## config.mk

```make
export PLATFORM = sky130hd
export DESIGN_NAME = apb_master_bridge
export DESIGN_NICKNAME = d
export VERILOG_FILES = /design/src/rtl/apb_master_bridge.sv
export SDC_FILE = /design/constraint.sdc
export NUM_CORES = 1
export LEC_CHECK = 0
export CAP_MARGIN = 20
export CORE_MARGIN = 5
export CORE_UTILIZATION = 36
export DETAILED_ROUTE_END_ITERATION = 16
export PLACE_DENSITY = 0.76
export REMOVE_ABC_BUFFERS = 1
export SYNTH_ARGS = -nofsm -noshare
export SYNTH_HDL_FRONTEND = slang
export SYNTH_SLANG_ARGS = --single-unit
```

## constraint.sdc

```tcl
create_clock -name pclk -period 1.6 [get_ports pclk]
set_clock_uncertainty 0.05 [all_clocks]
set_input_delay 0.32 -clock pclk [delete_from_list [all_inputs] [get_ports pclk]]
set_output_delay 0.32 -clock pclk [all_outputs]
set_load 0.05 [all_outputs]
```

## src/rtl/apb_master_bridge.sv

```systemverilog
// apb_master_bridge: single-beat command port to APB4 master with one-hot PSELx decode.
// Optional ACCESS wait-state timeout is enabled by defining APB_BRIDGE_TIMEOUT_EN.
module apb_master_bridge #(
  parameter int unsigned NO_OF_SLAVES   = 16,
  parameter int unsigned ADDRESS_LENGTH = 32,
  parameter int unsigned DATA_WIDTH     = 64,
  parameter int unsigned TIMEOUT_CYCLES = 16,
  parameter int unsigned SEL_W          = (NO_OF_SLAVES > 1) ? $clog2(NO_OF_SLAVES) : 1
) (
  input  logic                      pclk,
  input  logic                      preset_n,
  input  logic                      cmd_valid,
  output logic                      cmd_ready,
  input  logic                      cmd_write,
  input  logic [SEL_W-1:0]          cmd_sel,
  input  logic [ADDRESS_LENGTH-1:0] cmd_addr,
  input  logic [DATA_WIDTH-1:0]     cmd_wdata,
  input  logic [DATA_WIDTH/8-1:0]   cmd_strb,
  input  logic [2:0]                cmd_prot,
  output logic                      rsp_valid,
  output logic [DATA_WIDTH-1:0]     rsp_rdata,
  output logic                      rsp_slverr,
  output logic [NO_OF_SLAVES-1:0]   pselx,
  output logic                      penable,
  output logic                      pwrite,
  output logic [ADDRESS_LENGTH-1:0] paddr,
  output logic [DATA_WIDTH-1:0]     pwdata,
  output logic [DATA_WIDTH/8-1:0]   pstrb,
  output logic [2:0]                pprot,
  input  logic                      pready,
  input  logic [DATA_WIDTH-1:0]     prdata,
  input  logic                      pslverr
);

  localparam int unsigned STRB_W = DATA_WIDTH / 8;

  typedef enum logic [1:0] {
    IDLE_STATE   = 2'd0,
    SETUP_STATE  = 2'd1,
    ACCESS_STATE = 2'd2
  } operation_states_e;

  typedef struct packed {
    logic [NO_OF_SLAVES-1:0]   pselx;
    logic                      penable;
    logic                      pwrite;
    logic [ADDRESS_LENGTH-1:0] paddr;
    logic [DATA_WIDTH-1:0]     pwdata;
    logic [STRB_W-1:0]         pstrb;
    logic [2:0]                pprot;
  } apb_transfer_char_s;

  operation_states_e  state_q, state_d;
  apb_transfer_char_s apb_q, apb_d;
  logic                  rsp_valid_q, rsp_valid_d;
  logic                  rsp_slverr_q, rsp_slverr_d;
  logic [DATA_WIDTH-1:0] rsp_rdata_q, rsp_rdata_d;
  logic                  err_pend_q, err_pend_d;
  logic                  accept;
  logic                  decode_err;

  assign cmd_ready  = (state_q == IDLE_STATE) | ((state_q == ACCESS_STATE) & pready);
  assign accept     = cmd_valid & cmd_ready;
  assign decode_err = 32'(cmd_sel) >= NO_OF_SLAVES;

`ifdef APB_BRIDGE_TIMEOUT_EN
  localparam int unsigned CNT_W = (TIMEOUT_CYCLES > 1) ? $clog2(TIMEOUT_CYCLES) : 1;
  logic [CNT_W-1:0] cnt_q, cnt_d;
  logic             timeout;

  assign timeout = (cnt_q == CNT_W'(TIMEOUT_CYCLES - 1));
`else
  // The wait-state limit has no effect unless the timeout feature is built in.
  if (TIMEOUT_CYCLES == 0) begin : g_zero_timeout_unsupported
  end
`endif

  // Next-state, APB payload and response generation.
  always_comb begin
    state_d      = state_q;
    apb_d        = apb_q;
    rsp_valid_d  = 1'b0;
    rsp_slverr_d = 1'b0;
    rsp_rdata_d  = '0;
    err_pend_d   = err_pend_q;
`ifdef APB_BRIDGE_TIMEOUT_EN
    cnt_d        = cnt_q;
`endif

    case (state_q)
      SETUP_STATE: begin
        state_d       = ACCESS_STATE;
        apb_d.penable = 1'b1;
      end
      ACCESS_STATE: begin
        if (pready) begin
          rsp_valid_d   = 1'b1;
          rsp_slverr_d  = pslverr;
          rsp_rdata_d   = (apb_q.pwrite | pslverr) ? '0 : prdata;
          state_d       = IDLE_STATE;
          apb_d.pselx   = '0;
          apb_d.penable = 1'b0;
        end
`ifdef APB_BRIDGE_TIMEOUT_EN
        else if (timeout) begin
          rsp_valid_d   = 1'b1;
          rsp_slverr_d  = 1'b1;
          state_d       = IDLE_STATE;
          apb_d.pselx   = '0;
          apb_d.penable = 1'b0;
        end else begin
          cnt_d = cnt_q + CNT_W'(1);
        end
`endif
      end
      default: ;
    endcase

    // A decode error accepted alongside a completion is answered one cycle later.
    if (err_pend_q && !rsp_valid_d) begin
      rsp_valid_d  = 1'b1;
      rsp_slverr_d = 1'b1;
      err_pend_d   = 1'b0;
    end

    if (accept) begin
      if (decode_err) begin
        if (rsp_valid_d) begin
          err_pend_d = 1'b1;
        end else begin
          rsp_valid_d  = 1'b1;
          rsp_slverr_d = 1'b1;
        end
      end else begin
        state_d       = SETUP_STATE;
        apb_d.pselx   = NO_OF_SLAVES'(1) << cmd_sel;
        apb_d.penable = 1'b0;
        apb_d.pwrite  = cmd_write;
        apb_d.paddr   = cmd_addr;
        apb_d.pwdata  = cmd_wdata;
        apb_d.pstrb   = cmd_write ? cmd_strb : '0;
        apb_d.pprot   = cmd_prot;
`ifdef APB_BRIDGE_TIMEOUT_EN
        cnt_d         = '0;
`endif
      end
    end
  end

  always_ff @(posedge pclk or negedge preset_n) begin
    if (!preset_n) begin
      state_q      <= IDLE_STATE;
      apb_q        <= '0;
      rsp_valid_q  <= 1'b0;
      rsp_slverr_q <= 1'b0;
      rsp_rdata_q  <= '0;
      err_pend_q   <= 1'b0;
`ifdef APB_BRIDGE_TIMEOUT_EN
      cnt_q        <= '0;
`endif
    end else begin
      state_q      <= state_d;
      apb_q        <= apb_d;
      rsp_valid_q  <= rsp_valid_d;
      rsp_slverr_q <= rsp_slverr_d;
      rsp_rdata_q  <= rsp_rdata_d;
      err_pend_q   <= err_pend_d;
`ifdef APB_BRIDGE_TIMEOUT_EN
      cnt_q        <= cnt_d;
`endif
    end
  end

  assign pselx      = apb_q.pselx;
  assign penable    = apb_q.penable;
  assign pwrite     = apb_q.pwrite;
  assign paddr      = apb_q.paddr;
  assign pwdata     = apb_q.pwdata;
  assign pstrb      = apb_q.pstrb;
  assign pprot      = apb_q.pprot;
  assign rsp_valid  = rsp_valid_q;
  assign rsp_slverr = rsp_slverr_q;
  assign rsp_rdata  = rsp_rdata_q;

endmodule

```

## Yosys cells after proc, flatten, opt, wreduce, memory -nomap -nowiden

Index checks and enable logic that the tools add are counted.

- Register bits after elaboration: 193
- Bits of input ports: 181
- Output and inout port bits: 192

- Shifts and indexed selects: 1
- Bitwise operators: 4
- Reductions and logical operators: 6
- Mux-type cells: 15
- Equality and inequality tests: 3

Operators by type and width:

| operator | number |
|---|---|
| 64-bit two-way mux | 3 |
| 125-bit two-way mux | 1 |
| 17-bit two-way mux | 1 |
| 16-bit two-way mux | 1 |
| 1-bit by 4-bit left shift with 16-bit output, first input constant | 1 |
| 8-bit two-way mux | 1 |
| 1-bit two-way mux | 4 |
| 2-bit two-way mux | 2 |
| 2-bit case mux with 2 select lines | 1 |
| 2-bit AND reduction | 2 |
| 2-bit nonzero test | 2 |
| 3-bit != test, second input constant | 1 |
| 3-bit nonzero test | 1 |
| 1-bit AND | 2 |
| 2-bit by 1-bit == test with 1-bit output, second input constant | 1 |
| 2-bit == test, second input constant | 1 |
| 2-bit zero test | 1 |
| 1-bit bitwise OR | 2 |
| 1-bit case mux with 2 select lines | 1 |

## Longest topological paths before layout

- Depth after elaboration: 6
- Mapped depth: 5
- Depth with buffers taken out: 3

## Least setup slack after synthesis

No wires, ideal clock.

- Kind: reg-to-output
- Start: reg state_q[1]
- End: out cmd_ready
- Required time: 1.230 ns
- Cell stages (with the launch flop): 5
- Arrival: 1.630 ns
- Path buffers: 1
- Path slack: -0.400 ns
- Path through: dfrtp_1 -> and2b_4 -> buf_2 -> or2_2 -> inv_1

- Longest elaborated chain between the ends: 3
- Elaborated cells between the ends (all ways): 4
- Those cells by class: eq/ne (1); bitwise (2); reduce/logical (1)

RTL lines:

| item | line | text |
|---|---|---|
| from (decl) | 53 | `operation_states_e state_q, state_d;` |
| from (signal assigned) | 162 | `state_q <= state_d;` |
| 2-bit == test | 62 | `assign cmd_ready = (state_q == IDLE_STATE) \| ((state_q == ACCESS_STATE) & pready);` |
| 1-bit AND | 62 |  |
| 1-bit bitwise OR * | 62 |  |
| to (decl) | 13 | `output logic cmd_ready,` |

Mark *: on every way between the ends. The rest lies on a longest branch, timed or not.

## Worst setup path after layout

Ends and elaborated chain as after synthesis.

==> run_results.csv <==
group,metric,value,unit
layout,synthToLayoutAreaGrowth,98.9,%
route,via_count,5288,
logic_synthesis,synth.most_common_cell,"dfrtp_1",
sta,period_share,1.11,
pwr,pwr_density_cell,2090,nW/um^2
worst_setup_path,endpoint,"cmd_ready",
worst_setup_path,r2r_slack,-160,ps
pwr,ir_drop,0.839,mV
die,die_x,151,um
cts,htreeDepth,4,
placed_design,dp_hpwl,17.8,mm
run_status,violations,"setup timing",
worst_setup_path,worstPathArrival,1400,ps
worst_hold_path,hp-class,"in -> async",
route,dr_wl_met2,13.1,mm
sta,relSlewSlack,0.719,
logic_synthesis,synth_edf_count,0,
worst_setup_path,timing.rr.end,"pwdata[11]",
worst_setup_path,cp-end-kind,"output pin",
global_routing,grt_pass1_wl,33.0,mm
sta,setup-violations-final,100,
logic_synthesis,synth_ff_type,"dfrtp_1",
die,io_pins,373,
sta,hold_viol_final,0,
worst_setup_path,startpoint,"state_q[1]",
route,wire_per_inst,21.9,um
layout,fin_cells,1134,
job,drv_cap,0,
route,firstDrtPassIters,7,
layout,n_fill_cell,1164,
logic_synthesis,yosysWarningCount,0,
route,drc_errors,0,
placed_design,routabilityCongestion,0.758,
logic_synthesis,synth-async-reset-ratio,1.00,
cts,numCtsBuffers,17,
cts,clk_pin_slew,70,ps
sta,setup-tns-final,-11270,ps
placed_design,port_buffers,372,
worst_setup_path,crit_path_max_fanout,2,
logic_synthesis,synth_top_cell_area_share,0.667,
logic_synthesis,synth_seq_cells,192,
cts,cts-root-buf,"clkbuf_16",
worst_setup_path,cp-start-kind,"flop",
layout,drive_above_1_share,0.513,
run_status,outcome,"finished, violations left",
route,routed.top_layer,"met4",
route,detail-route-antenna-nets,0,
worst_setup_path,rr_worst_depth,7,
die,floorplan.initialDensity,0.368,
logic_synthesis,synth_top_cell_by_area,"dfrtp_1",
placed_design,place_ws,-457,ps
die,die_area,22900,um^2
logic_synthesis,syn_inst,440,
pwr,total_power,0.0299,W
global_routing,overflow,0,
placed_design,place_area,13100,um^2
logic_synthesis,yosys-top-cells-count,"dfrtp_1 (192), and2_2 (65), mux2_2 (55), mux2_4 (45), a22o_1 (12)",
route,wirelength,24.8,mm
die,die_h,151,um
cts,clk_latency,410,ps
route,avgViaCountPerCell,4.66,
global_routing,grt.total_usage,0.193,
cts,max-clock-path-buffers,2,
sta,drv_slew,0,
layout,final_design_area_no_fill,14300,um^2
pwr,p_leak,6.53,nW
logic_synthesis,ys_seq_area_frac,0.667,
die,coreArea,19600,um^2
sta,min_period,1770,ps
route,met1_length,8.42,mm
worst_setup_path,critPathKind,"reg -> out",
cts,cts.sinks,192,
worst_setup_path,r2r_start,"state_q[1]",
route,wl_met3,2.72,mm
sta,layout_setup_ws,-173,ps
sta,clock.fmax,0.564,GHz
cts,cts_tree,"built",
logic_synthesis,syn_area_per_cell,16.4,um^2
layout,num_antenna_cells,0,
global_routing,grt_pass1_vias,5561,
sta,worst_pin_slew,422,ps
placed_design,placed_cells,1079,
worst_setup_path,worst_ep_required_time,1230,ps
logic_synthesis,ys_types,28,
layout,nNetsFinal,1037,
logic_synthesis,synth_area_leaders,"dfrtp_1 (67%), mux2_4 (9.4%), mux2_2 (8.6%), and2_2 (6.8%), a22o_1 (1.5%)",
global_routing,grt_max_degree,65,
route,drtIter0Drc,193,
logic_synthesis,syn_area,7200,um^2
global_routing,antenna_found_initial,0,
die,rows,51,
sta,rsz0062_at_grt,"yes",
[per-layer routing]
| layer | GRT usage | vias to the layer above |
|---|---|---|
| li1 | - | 2339 |
| met1 | 0.205 | 2625 |
| met2 | 0.344 | 289 |
| met3 | 0.0839 | 35 |
| met4 | 0.0580 | 0 |
| met5 | 0 | - |
[power by group]
| part | leakage, nW | switching (W) | internal (W) |
|---|---|---|---|
| Clock | 0.267 | 0.00193 | 0.00219 |
| Sequential | 2.43 | 0.00179 | 0.00645 |
| Combinational | 3.83 | 0.00826 | 0.00927 |
| Total | 6.53 | 0.0120 | 0.0179 |
[worst min-delay path by stage]
stage	start	endpoint	slack [ps]	cells after the start
CTS	preset_n	paddr[18]	350	2
global placement	preset_n	paddr[7]	240	1
global route	preset_n	paddr[13]	380	2
finish	preset_n	paddr[18]	360	2
floorplan	preset_n	paddr[0]	-30	0
detailed placement	preset_n	paddr[18]	250	1
[repair_timing]
item | 4_1_cts | 5_1_grt
setup endpoints to repair | 2 | 105
pin swaps | 1 | 3
hold buffers | 1 | 0
gates cloned | 0 | 15
gates resized for setup | 19 | 43
buffers inserted | 1 | 8
endpoints found under the hold margin | 36 | 0
[sequential cells by signal, indices dropped and copies added (netlist names)]
register	cells
rsp_rdata	64
pwdata	64
pprot	3
rsp_valid	1
pstrb	8
rsp_slverr	1
paddr	32
pwrite	1
state_q	2
pselx	16
[cells in the final DEF, fill, tap and decap left out, types with 2 or more instances in the layout]
master / count
nor4b_4: 2
a22o_1: 12
nor2_1: 2
clkinv_4: 2
o31ai_1: 8
o21ai_0: 8
buf_12: 184
buf_6: 8
mux2_4: 81
or2_4: 2
clkbuf_1: 3
clkbuf_16: 30
inv_6: 2
and2_2: 65
a32o_1: 4
dfrtp_1: 192
nor2b_1: 2
clkdlybuf4s50_1: 178
clkinvlp_4: 3
nand2_1: 9
inv_8: 3
buf_16: 2
mux2_2: 19
buf_4: 28
buf_8: 5
[per-stage QoR]
| stage | util | hold WS (ps) |
|---|---|---|
| 4_1_cts | 0.702 | 352 |
| 3_3_place_gp | 0.669 | 243 |
| 2_1_floorplan | - | -25.6 |
| 6_report | 0.732 | 364 |
| 3_5_place_dp | 0.669 | 247 |
| 5_1_grt | 0.732 | 380 |
[layout make-up]
type | instances | area [um^2] | area share
tap | 265 | 332 | 0.0231
clock inverter | 12 | 126 | 0.00882
sequential | 192 | 4800 | 0.335
inverter | 1 | 6.26 | 0.000436
timing repair buffer | 421 | 6250 | 0.436
multi-input combinational | 223 | 2370 | 0.166
clock buffer | 20 | 437 | 0.0305
[kinds of logic after synthesis]
group,count (synthesis),share of synthesized area
buffers and inverters,25,0.0231
flip-flops,192,0.667
multiplexers,101,0.181
AND/OR/NAND/NOR,89,0.0936
AO/OA/AOI/OAI,33,0.0353
[critical path, stage by stage, from the launching register on]
cell and delay [ps]:
dfrtp_1 390, and2b_4 170, or2_4 240, inv_4 70, buf_12 120
No activity file was read; power rests on OpenSTA's default activity.
